$ cat src/rtl/lift_pkg.sv
// Shared definitions for the lift car controller: state encoding, direction
// constants and the timer width helper.
package lift_pkg;

  typedef enum logic [1:0] {
    ST_IDLE,
    ST_MOVE,
    ST_DOOR
  } state_t;

  localparam logic DIR_UP = 1'b1;
  localparam logic DIR_DN = 1'b0;

  // Bits needed to hold (max(a,b) - 1), never less than one.
  function automatic int unsigned timer_width(input int unsigned a, input int unsigned b);
    int unsigned m;
    m = (a > b) ? a : b;
    return (m < 2) ? 1 : $clog2(m);
  endfunction

endpackage

$ cat src/rtl/lift_tick_timer.sv
// Loadable down-counter advanced only on slowref ticks; saturates at zero
// and flags it. Used for both travel and door dwell timing.
module lift_tick_timer #(
  parameter int unsigned W = 4
) (
  input  logic         clk,
  input  logic         rst_n,
  input  logic         tick,
  input  logic         load,
  input  logic [W-1:0] load_val,
  output logic         zero
);

  logic [W-1:0] count;

  always_ff @(posedge clk or negedge rst_n) begin
    if (!rst_n) begin
      count <= '0;
    end else if (tick) begin
      if (load)
        count <= load_val;
      else if (count != '0)
        count <= count - 1'b1;
    end
  end

  assign zero = (count == '0);

endmodule

$ cat src/rtl/lift_car_ctrl.sv
// Single-car collective-scheduling lift controller. Optional macro
// LIFT_DOOR_HOLD_EN lets a same-direction hall call at the open floor hold the door.
module lift_car_ctrl
  import lift_pkg::*;
#(
  parameter int unsigned NFLOOR = 4,
  parameter int unsigned TRAVEL = 4,
  parameter int unsigned DOOR   = 6
) (
  input  logic                      clk,
  input  logic                      resetb,
  input  logic                      slowref,
  input  logic [NFLOOR-1:0]         req_up,
  input  logic [NFLOOR-1:0]         req_dn,
  output logic [NFLOOR-1:0]         clrup,
  output logic [NFLOOR-1:0]         clrdn,
  output logic [$clog2(NFLOOR)-1:0] floor,
  output logic                      dir,
  output logic                      moving,
  output logic                      door_open
);

  localparam int unsigned FW = $clog2(NFLOOR);
  localparam int unsigned TW = timer_width(TRAVEL, DOOR);
  localparam logic [TW-1:0] TRAVEL_LD = TW'(TRAVEL - 1);
  localparam logic [TW-1:0] DOOR_LD   = TW'(DOOR - 1);
  localparam logic [FW-1:0] TOP       = FW'(NFLOOR - 1);

  state_t            state, state_nxt;
  logic [FW-1:0]     floor_nxt, g;
  logic              dir_nxt;
  logic [NFLOOR-1:0] clrup_nxt, clrdn_nxt, any;
  logic              t_load, t_zero;
  logic [TW-1:0]     t_val;

  function automatic logic above(input logic [NFLOOR-1:0] r, input logic [FW-1:0] f);
    logic hit;
    hit = 1'b0;
    for (int unsigned i = 0; i < NFLOOR; i++)
      if (i > 32'(f) && r[i]) hit = 1'b1;
    return hit;
  endfunction

  function automatic logic below(input logic [NFLOOR-1:0] r, input logic [FW-1:0] f);
    logic hit;
    hit = 1'b0;
    for (int unsigned i = 0; i < NFLOOR; i++)
      if (i < 32'(f) && r[i]) hit = 1'b1;
    return hit;
  endfunction

  lift_tick_timer #(.W(TW)) u_timer (
    .clk      (clk),
    .rst_n    (resetb),
    .tick     (slowref),
    .load     (t_load),
    .load_val (t_val),
    .zero     (t_zero)
  );

  always_ff @(posedge clk or negedge resetb) begin
    if (!resetb) begin
      state <= ST_IDLE;
      floor <= '0;
      dir   <= DIR_UP;
      clrup <= '0;
      clrdn <= '0;
    end else begin
      state <= state_nxt;
      floor <= floor_nxt;
      dir   <= dir_nxt;
      clrup <= clrup_nxt;
      clrdn <= clrdn_nxt;
    end
  end

  always_comb begin
    state_nxt = state;
    floor_nxt = floor;
    dir_nxt   = dir;
    clrup_nxt = '0;
    clrdn_nxt = '0;
    t_load    = 1'b0;
    t_val     = TRAVEL_LD;
    g         = floor;
    any       = req_up | req_dn;
    if (slowref) begin
      unique case (state)
        ST_IDLE: begin
          if (req_up[floor]) begin
            state_nxt = ST_DOOR; clrup_nxt[floor] = 1'b1; dir_nxt = DIR_UP;
            t_load = 1'b1; t_val = DOOR_LD;
          end else if (req_dn[floor]) begin
            state_nxt = ST_DOOR; clrdn_nxt[floor] = 1'b1; dir_nxt = DIR_DN;
            t_load = 1'b1; t_val = DOOR_LD;
          end else if (above(any, floor)) begin
            state_nxt = ST_MOVE; dir_nxt = DIR_UP; t_load = 1'b1;
          end else if (below(any, floor)) begin
            state_nxt = ST_MOVE; dir_nxt = DIR_DN; t_load = 1'b1;
          end
        end
        ST_MOVE: begin
          // The stop decision is taken on the floor being arrived at, in the same tick.
          if (t_zero) begin
            if (dir == DIR_UP) begin
              if (floor == TOP) begin
                state_nxt = ST_IDLE;
              end else begin
                g = floor + 1'b1;
                floor_nxt = g;
                if (req_up[g]) begin
                  state_nxt = ST_DOOR; clrup_nxt[g] = 1'b1;
                  t_load = 1'b1; t_val = DOOR_LD;
                end else if (!above(any, g) && req_dn[g]) begin
                  state_nxt = ST_DOOR; clrdn_nxt[g] = 1'b1; dir_nxt = DIR_DN;
                  t_load = 1'b1; t_val = DOOR_LD;
                end else if (!above(any, g)) begin
                  state_nxt = ST_IDLE;
                end else begin
                  t_load = 1'b1;
                end
              end
            end else begin
              if (floor == '0) begin
                state_nxt = ST_IDLE;
              end else begin
                g = floor - 1'b1;
                floor_nxt = g;
                if (req_dn[g]) begin
                  state_nxt = ST_DOOR; clrdn_nxt[g] = 1'b1;
                  t_load = 1'b1; t_val = DOOR_LD;
                end else if (!below(any, g) && req_up[g]) begin
                  state_nxt = ST_DOOR; clrup_nxt[g] = 1'b1; dir_nxt = DIR_UP;
                  t_load = 1'b1; t_val = DOOR_LD;
                end else if (!below(any, g)) begin
                  state_nxt = ST_IDLE;
                end else begin
                  t_load = 1'b1;
                end
              end
            end
          end
        end
        ST_DOOR: begin
`ifdef LIFT_DOOR_HOLD_EN
          if (dir == DIR_UP && req_up[floor]) begin
            clrup_nxt[floor] = 1'b1; t_load = 1'b1; t_val = DOOR_LD;
          end else if (dir == DIR_DN && req_dn[floor]) begin
            clrdn_nxt[floor] = 1'b1; t_load = 1'b1; t_val = DOOR_LD;
          end else if (t_zero) begin
            state_nxt = ST_IDLE;
          end
`else
          if (t_zero) state_nxt = ST_IDLE;
`endif
        end
        default: state_nxt = ST_IDLE;
      endcase
    end
  end

  always_comb begin
    moving    = (state == ST_MOVE);
    door_open = (state == ST_DOOR);
  end

endmodule

$ cat config.mk
export PLATFORM = sky130hd
export DESIGN_NAME = lift_car_ctrl
export DESIGN_NICKNAME = d
export VERILOG_FILES = /design/src/rtl/lift_pkg.sv /design/src/rtl/lift_tick_timer.sv /design/src/rtl/lift_car_ctrl.sv
export SDC_FILE = /design/constraint.sdc
export NUM_CORES = 1
export LEC_CHECK = 0
export ABC_AREA = 1
export BUFFER_PORTS_ARGS = -buffer_cell sky130_fd_sc_hd__buf_2
export CORE_ASPECT_RATIO = 0.9
export CORE_UTILIZATION = 40
export DETAILED_ROUTE_END_ITERATION = 6
export PLACE_DENSITY = 0.62
export SLEW_MARGIN = 40
export SYNTH_ARGS = -nofsm -noshare
export SYNTH_HDL_FRONTEND = slang
export SYNTH_HIERARCHICAL = 1
export SYNTH_SLANG_ARGS = --single-unit
export TNS_END_PERCENT = 10
$ cat constraint.sdc
create_clock -name clk -period 2.44 [get_ports clk]
set_clock_uncertainty 0.15 [all_clocks]
set_input_delay 0.488 -clock clk [delete_from_list [all_inputs] [get_ports clk]]
set_output_delay 0.488 -clock clk [all_outputs]
set_load 0.02 [all_outputs]
# [Word-level counts from Yosys, hierarchy flattened]
# Cells that the tools add are included.
[op_classes] add_sub_neg=3 n_lt_le_gt_ge=18 n_eq_ne=10 n_mux=147 bitwise=1 reduce_logical=29
[ops] cell="1-bit two-way mux" count=83
[ops] cell="4-bit two-way mux" count=19
[ops] cell="2-bit two-way mux" count=18
[ops] cell="3-bit two-way mux" count=12
[ops] cell="1-bit logical AND" count=17
[ops] cell="4-bit case mux with 2 select lines" count=2
[ops] cell="1-bit binary-select mux with 2-bit select" count=6
[ops] cell="6-bit inequality test (second input constant)" count=2
[ops] cell="2-bit by 3-bit less-than comparator with 1-bit output (second input constant)" count=3
[ops] cell="2-bit > comparator (first input constant)" count=4
[ops] cell="1-bit by 2-bit less-than comparator with 1-bit output (first input constant)" count=4
[ops] cell="1-bit demux with 2-bit select" count=3
[ops] cell="2-bit by 1-bit >= comparator with 1-bit output (second input constant)" count=3
[ops] cell="2-bit case mux with 3 select lines" count=1
[ops] cell="3-bit case mux with 2 select lines" count=1
[ops] cell="6-bit AND reduction" count=1
[ops] cell="5-bit inequality test (second input constant)" count=1
[ops] cell="5-bit AND reduction" count=1
[ops] cell="2-bit equality test (second input constant)" count=2
[ops] cell="1-bit by 2-bit > comparator with 1-bit output (first input constant)" count=2
[ops] cell="2-bit logical NOT" count=2
[ops] cell="2-bit less-than comparator (first input constant)" count=2
[ops] cell="2-bit by 1-bit inequality test with 1-bit output (second input constant)" count=2
[ops] cell="2-bit inequality test (second input constant)" count=2
[ops] cell="other kinds (12)" count=15
[totals] register_bits=16 inputBits=11 output_inout_bits=13 elab_cells=214

# [Longest topological paths before layout]
# Gate-level depths: netlist of run 1.
[logic_depth] word_depth=31 depth_mapped=18

# [By module]
# The synthesis of run 1 kept the hierarchy.
[by_module_without_submodules] mod="lift_car_ctrl" n_inst=1 cells_per_inst=228 area_per_inst_um2=1498.9
[by_module_without_submodules] mod="lift_tick_timer" n_inst=1 cells_per_inst=31 area_per_inst_um2=224.0

# [Least setup slack after synthesis of run 1]
# No wires, ideal clock.
[synth_timing] kind="register -> register" startpoint="reg floor[0]" endpoint="reg u_timer.count[0]" setup_time_ps=118 arrival_time_ps=2430 path_slack_ps=-258 path_stages_with_launch=17 synth_period_minus_slack_ps=2698 path_cell_list="dfrtp_1 buf_6 inv_4 buf_12 ha_1 buf_2 inv_2 nand2_1 nand3_1 nand3b_1 nand3_1 a21oi_1 inv_2 nand3_2 nand2_4 nand2_1 o21ai_2"
[synth_between] elab_chain_len=23
[synth_rtl] element="from (decl)" line_no="lift_car_ctrl.sv:17" rtl="output logic [$clog2(NFLOOR)-1:0] floor,"
[synth_rtl] element="from (signal assigned)" line_no="lift_car_ctrl.sv:70" rtl="floor <= floor_nxt;"
[synth_rtl] element="2-bit by 1-bit subtractor with 2-bit output or 2-bit by 1-bit adder with 2-bit output (tied branches)" line_no="lift_car_ctrl.sv:127, lift_car_ctrl.sv:109"
[synth_rtl] element="1-bit by 2-bit less-than comparator with 1-bit output or 1-bit by 2-bit > comparator with 1-bit output (tied branches)" line_no="lift_car_ctrl.sv:48, lift_car_ctrl.sv:40"
[synth_rtl] element="1-bit logical AND, on equally long branches" line_no="lift_car_ctrl.sv:48, lift_car_ctrl.sv:40"
[synth_rtl] element="1-bit two-way mux, on equally long branches (3 in series)" line_no="lift_car_ctrl.sv:48, lift_car_ctrl.sv:40"
[synth_rtl] element="1-bit two-way mux, on equally long branches (2 in series)"
[synth_rtl] element="1-bit two-way mux, on equally long branches" line_no="lift_car_ctrl.sv:124, lift_car_ctrl.sv:105, lift_car_ctrl.sv:106"
[synth_rtl] element="1-bit two-way mux, on equally long branches" line_no="lift_car_ctrl.sv:105, lift_car_ctrl.sv:104"
[synth_rtl] element="1-bit two-way mux, on equally long branches" line_no="lift_car_ctrl.sv:104, lift_car_ctrl.sv:88"
[synth_rtl] element="[5 not listed]"
[synth_rtl] element="1-bit two-way mux, on equally long branches" line_no="lift_car_ctrl.sv:124, lift_car_ctrl.sv:106"
[synth_rtl] element="1-bit two-way mux" line_no="lift_car_ctrl.sv:105" rtl="if (dir == DIR_UP) begin"
[synth_rtl] element="1-bit two-way mux" line_no="lift_car_ctrl.sv:104" rtl="if (t_zero) begin"
[synth_rtl] element="1-bit case mux with 2 select lines *" line_no="lift_car_ctrl.sv:88" rtl="unique case (state)"
[synth_rtl] element="1-bit two-way mux *" line_no="lift_car_ctrl.sv:87" rtl="if (slowref) begin"
[synth_rtl] element="net t_load" line_no="lift_car_ctrl.sv:33" rtl="logic t_load, t_zero;"
[synth_rtl] element="2-bit nonzero test (no line)"
[synth_rtl] element="2-bit AND reduction (no line)"
[synth_rtl] element="to (signal assigned)" line_no="lift_tick_timer.sv:21" rtl="count <= load_val;"
[synth_rtl] element="to (signal assigned)" line_no="lift_tick_timer.sv:23" rtl="count <= count - 1'b1;"
[synth_rtl] element="to (decl)" line_no="lift_tick_timer.sv:14" rtl="logic [W-1:0] count;"
# Mark *: on every way through the listed nets, which the timed path passes. The rest lies on a longest branch. The select of a mux whose other input is x is not followed.
# A chain may end at the register's enable or synchronous reset.

# [Worst setup path after layout of run 1]
# Ends and elaborated chain as after synthesis.

==> impl_metrics.json, run 1 <==
{
  "rows": 22,
  "dp_worst_setup_slack_ns": 0.0780,
  "grt_pass1_vias": 1564,
  "grt_pass1_wl_um": 7180,
  "areaGrowthSynthToFinish_pct": 19.1,
  "crit_family": "compound AO/OA/AOI/OAI gates",
  "pwr-share-comb_pct": 73.4,
  "critPathKind": "reg -> reg",
  "power_frac_clock_pct": 9.8,
  "cts_hold_buf": 0,
  "maxCapViolations": 0,
  "syn_area_um2": 1720,
  "finalHoldViolCount": 8,
  "final.setup.tns_ns": 0,
  "p_leak_uw": 0.00107,
  "die_h_um": 64.3,
  "fmax_ghz": 0.443,
  "top_level_ports": 24,
  "htreeDepth": 1,
  "postSynth.asyncResetShare_pct": 100,
  "firstDrtPassIters": 6,
  "clock-root-buffer": "clkbuf_8",
  "nFillCells": 411,
  "start_util_pct": 42.0,
  "power.total_uw": 2410,
  "pwr_density_cell_nw_per_um2": 1170,
  "cts_tree": "yes",
  "final_common_cell": "nand2_1",
  "track_usage_pct": 20.0,
  "drive_gt1_share_pct": 34.1,
  "rsz0062_at_grt": "false",
  "clockBufferDepth": 2,
  "drv_slew": 0,
  "dieArea_um2": 4570,
  "cp_data_arrival_time_ns": 2.25,
  "slowest_stage": "dfrtp_2",
  "clkTransAtPathRegs_ns": 0.07,
  "routabilityCongestion": 0.893,
  "numCtsBuffers": 3,
  "clk_latency_ns": 0.25,
  "endpoint_kind": "flop",
  "ir_drop_mv": 0.457,
  "place_hpwl_um": 3470,
  "gr-total-overflow": 0,
  "num_vias": 1727,
  "ant_nets": 0,
  "setup_viol": 0,
  "netlist.area_leader.share_pct": 21.8,
  "port-buffer-count": 23,
  "hold_path.class": "in -> async",
  "period_minus_slack_ns": 2.26,
  "drt_iter0_markers": 169,
  "diodes": 0,
  "whs_ns": -0.00159,
  "startpoint_type": "flop",
  "ys_seq_elements": 16,
  "routed_wl_um": 4330,
  "synth_edf_count": 0,
  "ys_top_cells_by_area": "dfrtp_1, nand2_1, nand3_1, ha_1, nand2_2",
  "antenna_found_initial": 0,
  "yosysTopAreaCell": "dfrtp_1",
  "synth_cell_types": 31,
  "worstPathCellList": "inv_4 > ha_1 > inv_1 > o21ai_0 > nand3_1 > nor2_2 > o21a_1 > a21oi_2 > inv_2 > nand3_2 > nand2_4 > nand2_1 > o21ai_2",
  "clock-sinks": 16,
  "die_x_um": 71.2,
  "ys_seq_area_share_pct": 23.3,
  "swShare_pct": 53.6,
  "nets": 318,
  "max_stage_delay_ns": 0.45,
  "critPathMaxFanout": 6,
  "ys.flop_type": "dfrtp_1",
  "grt_max_degree": 17,
  "setup_ws_ns": 0.180,
  "yosys_warnings": 6,
  "final_cell_mix": "nand2_1, nand3_1, buf_2",
  "period_share_pct": 92.6,
  "synthesis.nets": 280,
  "power_frac_seq_pct": 16.9,
  "synthCells": 259,
  "drc": 0,
  "vias_per_cell": 5.02,
  "required_ns": 2.43,
  "internal-power_uw": 1120,
  "core_area_um2": 4100,
  "p_switching_uw": 1290,
  "crit_buf_inv": 3,
  "violations": "negative hold slack",
  "drt-wirelength-per-cell_um": 12.6,
  "status": "finished, violations left",
  "postSynthAreaPerCell_um2": 6.65
}
==> state kept, by name, indices dropped and copies added (netlist names) <==
name and flops:
u_timer/count 3, dir 1, clrup 4, state 2
floor 2, clrdn 4
==> power by group through the flow <==
stage | logic (uW) | clock network, uW | registers, uW
after CTS | 1670 | 247 | 419
final | 1770 | 235 | 407
after global placement | 1680 | 0 | 423
after floorplan | 1300 | 0 | 451
after global routing | 1950 | 257 | 416
after detailed placement | 1660 | 0 | 424
==> worst paths after layout <==
check,start,end,slack [ns],cells past startpoint
worst max-delay path,floor[0]$_DFFE_PN0P_,u_timer/count[0]$_DFFE_PN0P_,0.18,13
worst min-delay path,resetb,u_timer/count[0]$_DFFE_PN0P_,-0.002,1
worst max register to register,floor[0]$_DFFE_PN0P_,u_timer/count[0]$_DFFE_PN0P_,0.18,13
worst min register to register,u_timer/count[1]$_DFFE_PN0P_,u_timer/count[1]$_DFFE_PN0P_,0.36,2
max in group asynchronous,resetb,dir$_DFFE_PN1P_,1.84,1
min in group clk,u_timer/count[1]$_DFFE_PN0P_,u_timer/count[1]$_DFFE_PN0P_,0.36,2
==> per-layer routing <==
| layer | global-route usage, % | vias up | share of wire (%) |
|---|---|---|---|
| met5 | 0 | - | 0 |
| met4 | 1.50 | 0 | 0 |
| met3 | 2.84 | 0 | 5.0 |
| met2 | 33.7 | 30 | 46 |
| met1 | 28.2 | 796 | 49 |
| li1 | - | 901 | - |
==> worst reg2reg max path, delay by kind of cell, from the launching register on <==
kind,cells,cell delay (ns)
compound gates,4,0.58
fa+ha+maj,1,0.24
buf+inv,3,0.32
flops,1,0.45
simple gates,5,0.43
==> per-stage QoR <==
stage / std cells / cell area [um2] / utilization [%] / hold WS (ns)
2_1_floorplan: 259 / 1760 / - / 0.0424
3_3_place_gp: 334 / 1940 / 47.4 / 0.287
3_5_place_dp: 334 / 1940 / 47.4 / 0.281
4_1_cts: 338 / 2000 / 48.7 / 0.0108
5_1_grt: 344 / 2050 / 50.0 / 0.0319
6_report: 344 / 2050 / 50.0 / -0.00159
==> cell usage after synthesis, drive strengths merged (2+ instances only) <==
cell   instances
a21oi         13
buf            4
dfrtp         15
ha            10
inv           32
nand2         89
nand3         40
nor2          30
nor3           2
o21ai         13
xor2           2
==> cell type report <==
type	instances	area [um2]	share of cell area (%)
inverters	33	131	6.40
repair buffers	37	218	10.6
well taps	48	60.1	2.93
flip-flops and latches	16	403	19.6
clock buffers	4	55.1	2.68
multi-input cells	206	1180	57.7
==> kinds of logic after synthesis <==
| family | after synthesis | share of synthesized area (%) |
|---|---|---|
| simple gates | 163 | 48.9 |
| buf+inv | 37 | 9.73 |
| compound gates | 30 | 9.51 |
| flops | 16 | 23.3 |
| fa+ha+maj | 10 | 7.26 |
| xor+xnor | 2 | 1.02 |
| other cells | 1 | 0.218 |
==> repair_timing <==
item | 4_1_cts | 5_1_grt
setup endpoints to repair | 0 | 3
hold endpoints to repair | 0 | 0
resized for setup | 0 | 4
buffers inserted | 0 | 6
Note: power is estimated with default switching activity, not from simulation.
==> run 2: changes to the inputs <==
--- a/config.mk
+++ b/config.mk
@@ -7,10 +7,10 @@
 export LEC_CHECK = 0
 export ABC_AREA = 1
 export BUFFER_PORTS_ARGS = -buffer_cell sky130_fd_sc_hd__buf_2
-export CORE_ASPECT_RATIO = 0.9
+export CORE_ASPECT_RATIO = 0.75
 export CORE_UTILIZATION = 40
 export DETAILED_ROUTE_END_ITERATION = 6
-export PLACE_DENSITY = 0.62
+export PLACE_DENSITY = 0.59
 export SLEW_MARGIN = 40
 export SYNTH_ARGS = -nofsm -noshare
 export SYNTH_HDL_FRONTEND = slang
==> impl_metrics.json, run 2 (synthesis gave the netlist of run 1 again) <==
{
  "status": "complete, no violations",
  "placed_cells": 341,
  "drive_gt1_share_pct": 32.5,
  "endpoint_kind": "flop",
  "clock-sinks": 16,
  "final.setup.tns_ns": 0,
  "rsz0062_at_grt": "false",
  "die_x_um": 77.8,
  "crit_buf_inv": 3,
  "cp_data_arrival_time_ns": 2.28,
  "critPathMaxFanout": 8,
  "r2r_cells": 12,
  "final_common_cell": "nand2_1",
  "fin_util_pct": 50.3,
  "diodes": 0,
  "drv_slew": 0,
  "core_area_um2": 4080,
  "port-buffer-count": 23,
  "place_hpwl_um": 3440,
  "reg_top3": "clrdn (4), clrup (4), u_timer/count (3)",
  "routabilityCongestion": 0.926,
  "firstDrtPassIters": 5,
  "clk_latency_ns": 0.25,
  "die_h_um": 58.8,
  "required_ns": 2.44,
  "crit_family": "compound AO/OA/AOI/OAI gates",
  "nFillCells": 418,
  "clkTransAtPathRegs_ns": 0.07,
  "worstPathCellList": "inv_4 > ha_1 > inv_1 > o21ai_0 > nand3_1 > nor2_1 > o21a_1 > a21oi_2 > buf_4 > nor2_1 > a21oi_1 > o21ai_2",
  "clock-root-buffer": "clkbuf_8",
  "drt-wirelength-per-cell_um": 12.3,
  "p_leak_uw": 0.00107,
  "areaGrowthSynthToFinish_pct": 19.2,
  "pwr_density_cell_nw_per_um2": 1170,
  "setup_viol": 0,
  "routed_wl_um": 4300,
  "fmax_ghz": 0.437,
  "rr_startpoint": "floor[0]$_DFFE_PN0P_",
  "period_share_pct": 93.8,
  "dp_worst_setup_slack_ns": 0.102,
  "slowest_stage": "dfrtp_2",
  "top_level_ports": 24,
  "crit_top_cell": "nor2_1",
  "max_stage_delay_ns": 0.46,
  "track_usage_pct": 20.2,
  "grt_pass1_wl_um": 7000,
  "start_util_pct": 42.2,
  "numCtsBuffers": 3,
  "final_cells": 350,
  "holdPathStages": 2,
  "setup_ws_ns": 0.152,
  "cts_tree": "yes",
  "dieArea_um2": 4580,
  "ant_nets": 0,
  "num_vias": 1712,
  "gr-total-overflow": 0,
  "maxCapViolations": 0,
  "worst-path-stages": 12,
  "final_cell_mix": "nand2_1, nand3_1, nor2_1",
  "critPathKind": "reg -> reg",
  "rows": 20,
  "drt_iter0_markers": 162,
  "grt_max_degree": 17,
  "whs_ns": 0.341,
  "worstSetupStartpoint": "floor[0]$_DFFE_PN0P_",
  "hold_path.class": "reg -> reg",
  "startpoint_type": "flop",
  "antenna_found_initial": 0,
  "nets": 317,
  "clockBufferDepth": 2,
  "hold_start": "u_timer/count[1]$_DFFE_PN0P_",
  "period_minus_slack_ns": 2.29,
  "finalHoldViolCount": 0,
  "vias_per_cell": 4.89,
  "drc": 0,
  "htreeDepth": 1,
  "grt_pass1_vias": 1443,
  "ir_drop_mv": 0.440
}
## run 2: cell count changes in the layout (fill, tap and decap cells not counted), sizes merged
cell	before	now
buf	36	35
clkbuf	5	4
dlygate4sd3	0	1
## run 2: final timing paths
path,slack [ns],to
worst max-delay path,0.15,u_timer/count[0]$_DFFE_PN0P_
worst min-delay path,0.34,u_timer/count[1]$_DFFE_PN0P_
worst max register to register,0.15,u_timer/count[0]$_DFFE_PN0P_
worst min register to register,0.34,u_timer/count[1]$_DFFE_PN0P_
max in group asynchronous,1.31,dir$_DFFE_PN1P_
min in group asynchronous,0.52,floor[1]$_DFFE_PN0P_
## run 2: area by class of cell
type                    instances  area [um2]  area share [%]
inverters                      33         131            6.40
clock buffers                   4        55.1            2.68
repair buffers                 36         215            10.5
multi-input cells             206        1180            57.5
well taps                      55        68.8            3.35
flip-flops and latches         16         403            19.6
## run 2: metal layers
metal	wire length [um]	up-vias	global-route usage [%]
li1	-	891	-
met1	2120	746	29.5
met2	1760	71	29.0
met3	372	4	5.43
met4	47	0	5.66
met5	0	-	0
## run 2: through the flow
| stage | instance area (um2) | total power [uW] |
|---|---|---|
| CTS | 2020 | 2350 |
| finish | 2050 | 2400 |
| floorplan | 1760 | 1750 |
| global placement | 1950 | 2100 |
| global route | 2050 | 2610 |
| detailed placement | 1950 | 2090 |
## run 2: worst register-to-register path, stage by stage (launching register included)
cell and delay [ns]:
dfrtp_2 0.46, inv_4 0.09, ha_1 0.25, inv_1 0.17, o21ai_0 0.11, nand3_1 0.10
nor2_1 0.08, o21a_1 0.19, a21oi_2 0.19, buf_4 0.14, nor2_1 0.03, a21oi_1 0.16
o21ai_2 0.06
## run 2: timing repair
item,CTS,global route
setup endpoints to repair,0,3
gates resized for setup,0,1
hold buffers,1,0
hold endpoints to repair,7,0
setup buffers,0,4
## run 2: power breakdown
| group | internal (uW) | switching (uW) | total [uW] |
|---|---|---|---|
| Clock | 143 | 98.5 | 242 |
| Combinational | 620 | 1140 | 1760 |
| Sequential | 345 | 58.8 | 404 |
| Total | 1110 | 1290 | 2400 |
==> run 3: changes to the inputs <==
--- a/config.mk
+++ b/config.mk
@@ -10,7 +10,7 @@
 export CORE_ASPECT_RATIO = 0.75
 export CORE_UTILIZATION = 40
 export DETAILED_ROUTE_END_ITERATION = 6
-export PLACE_DENSITY = 0.59
+export PLACE_DENSITY_LB_ADDON = 0.2
 export SLEW_MARGIN = 40
 export SYNTH_ARGS = -nofsm -noshare
 export SYNTH_HDL_FRONTEND = slang
==> impl_metrics.json, run 3 (synthesis gave the netlist of run 1 again) <==
{
  "status": "finished, violations left",
  "violations": "negative hold slack",
  "routed_wl_um": 4390,
  "port-buffer-count": 23,
  "whs_ns": -0.000119,
  "nets": 319,
  "drt-wirelength-per-cell_um": 12.5,
  "dieArea_um2": 4580,
  "clock-root-buffer": "clkbuf_8",
  "worstPathCellList": "inv_2 > ha_1 > inv_1 > o21ai_0 > nand3_1 > nor2_2 > o21a_1 > a21oi_2 > inv_2 > nand3_2 > nand2_4 > inv_2 > nand2_1 > nand2_1",
  "cts_hold_buf": 0,
  "dp_worst_setup_slack_ns": 0.114,
  "grt_pass1_wl_um": 7260,
  "routabilityCongestion": 0.894,
  "pwr_density_cell_nw_per_um2": 1180,
  "power.total_uw": 2440,
  "worstSetupStartpoint": "floor[1]$_DFFE_PN0P_",
  "rsz0062_at_grt": "false",
  "antenna_found_initial": 0,
  "fin_util_pct": 50.7,
  "clkTransAtPathRegs_ns": 0.07,
  "drive_gt1_share_pct": 34.0,
  "clk_latency_ns": 0.26,
  "r2r_cells": 14,
  "seqCellArea_um2": 404,
  "start_util_pct": 42.2,
  "areaGrowthSynthToFinish_pct": 20.0,
  "drt_iter0_markers": 158,
  "vias_per_cell": 4.89,
  "max_stage_delay_ns": 0.46,
  "die_x_um": 77.8,
  "grt_max_degree": 17,
  "reg_top3": "clrdn (4), clrup (4), u_timer/count (3)",
  "maxCapViolations": 0,
  "ant_nets": 0,
  "core_area_um2": 4080,
  "startpoint_type": "flop",
  "top_level_ports": 24,
  "period_minus_slack_ns": 2.28,
  "cts_tree": "yes",
  "endpoint_kind": "flop",
  "htreeDepth": 1,
  "multiInputGateArea_um2": 1180,
  "rr_startpoint": "floor[1]$_DFFE_PN0P_",
  "firstDrtPassIters": 4,
  "slowest_stage": "dfrtp_2",
  "die_h_um": 58.8,
  "nFillCells": 416,
  "gr-total-overflow": 0,
  "final.setup.tns_ns": 0,
  "num_vias": 1722,
  "place_hpwl_um": 3470,
  "required_ns": 2.44,
  "diodes": 0,
  "critPathKind": "reg -> reg",
  "setup_ws_ns": 0.158,
  "track_usage_pct": 20.8,
  "p_leak_uw": 0.00108,
  "final_common_cell": "nand2_1",
  "rows": 20,
  "ir_drop_mv": 0.517,
  "hold_path.class": "in -> async",
  "drv_slew": 0,
  "cp_data_arrival_time_ns": 2.29,
  "clockBufferDepth": 2,
  "grt_pass1_vias": 1577,
  "period_share_pct": 93.5,
  "final_cell_mix": "nand2_1, nand3_1, buf_2",
  "fmax_ghz": 0.438,
  "critPathMaxFanout": 7,
  "clock-sinks": 16,
  "finalHoldViolCount": 2,
  "setup_viol": 0,
  "crit_top_cell": "inv_2",
  "numCtsBuffers": 3,
  "drc": 0
}
run 3: cell types whose count changed in the layout (fill, tap and decap cells not counted), sizes merged:
cell / before / now
buf: 35 / 38
dlygate4sd3: 1 / 0
run 3: repair_timing:
item / 4_1_cts / 5_1_grt
gates resized for setup: 0 / 3
hold endpoints to repair: 0 / 0
endpoints found under the setup margin: 0 / 3
setup buffers: 0 / 5
run 3: worst max-delay path, delay by kind of cell, from the launching register on:
family	cells	cell delay, ns
simple gates	6	0.61
flops	1	0.46
fa+ha+maj	1	0.23
buf+inv	4	0.39
compound gates	3	0.34
run 3: through the flow:
step / cell area, um2 / instances
6_report: 2070 / 352
4_1_cts: 2020 / 347
5_1_grt: 2070 / 352
3_3_place_gp: 1970 / 343
2_1_floorplan: 1760 / 259
3_5_place_dp: 1970 / 343
run 3: worst paths after layout:
check / to / slack, ns
max: u_timer/count[2]$_DFFE_PN0P_ / 0.16
min reg2reg: state[1]$_DFFE_PN0P_ / 0.38
max in group asynchronous: dir$_DFFE_PN1P_ / 1.82
max reg2reg: u_timer/count[2]$_DFFE_PN0P_ / 0.16
min: state[0]$_DFFE_PN0P_ / -0.0001
min in group clk: state[1]$_DFFE_PN0P_ / 0.38
run 3: final cells by class:
type / instances / area share, %
clock buffers: 4 / 2.66
well taps: 55 / 3.33
flip-flops and latches: 16 / 19.6
inverters: 33 / 6.36
repair buffers: 38 / 11.0
multi-input cells: 206 / 57.1
run 3: power by group:
part	internal, uW	switching, uW
combinational	646	1130
clock	143	104
sequential	346	68.7
total	1140	1300
run 3: metal layers:
metal  share of wire, %  wire length, um  track usage, %
met3                9.7              427            7.75
met2                 41             1780            31.1
met4                1.2               53            6.20
met5                  0                0               0
met1                 48             2130            28.1
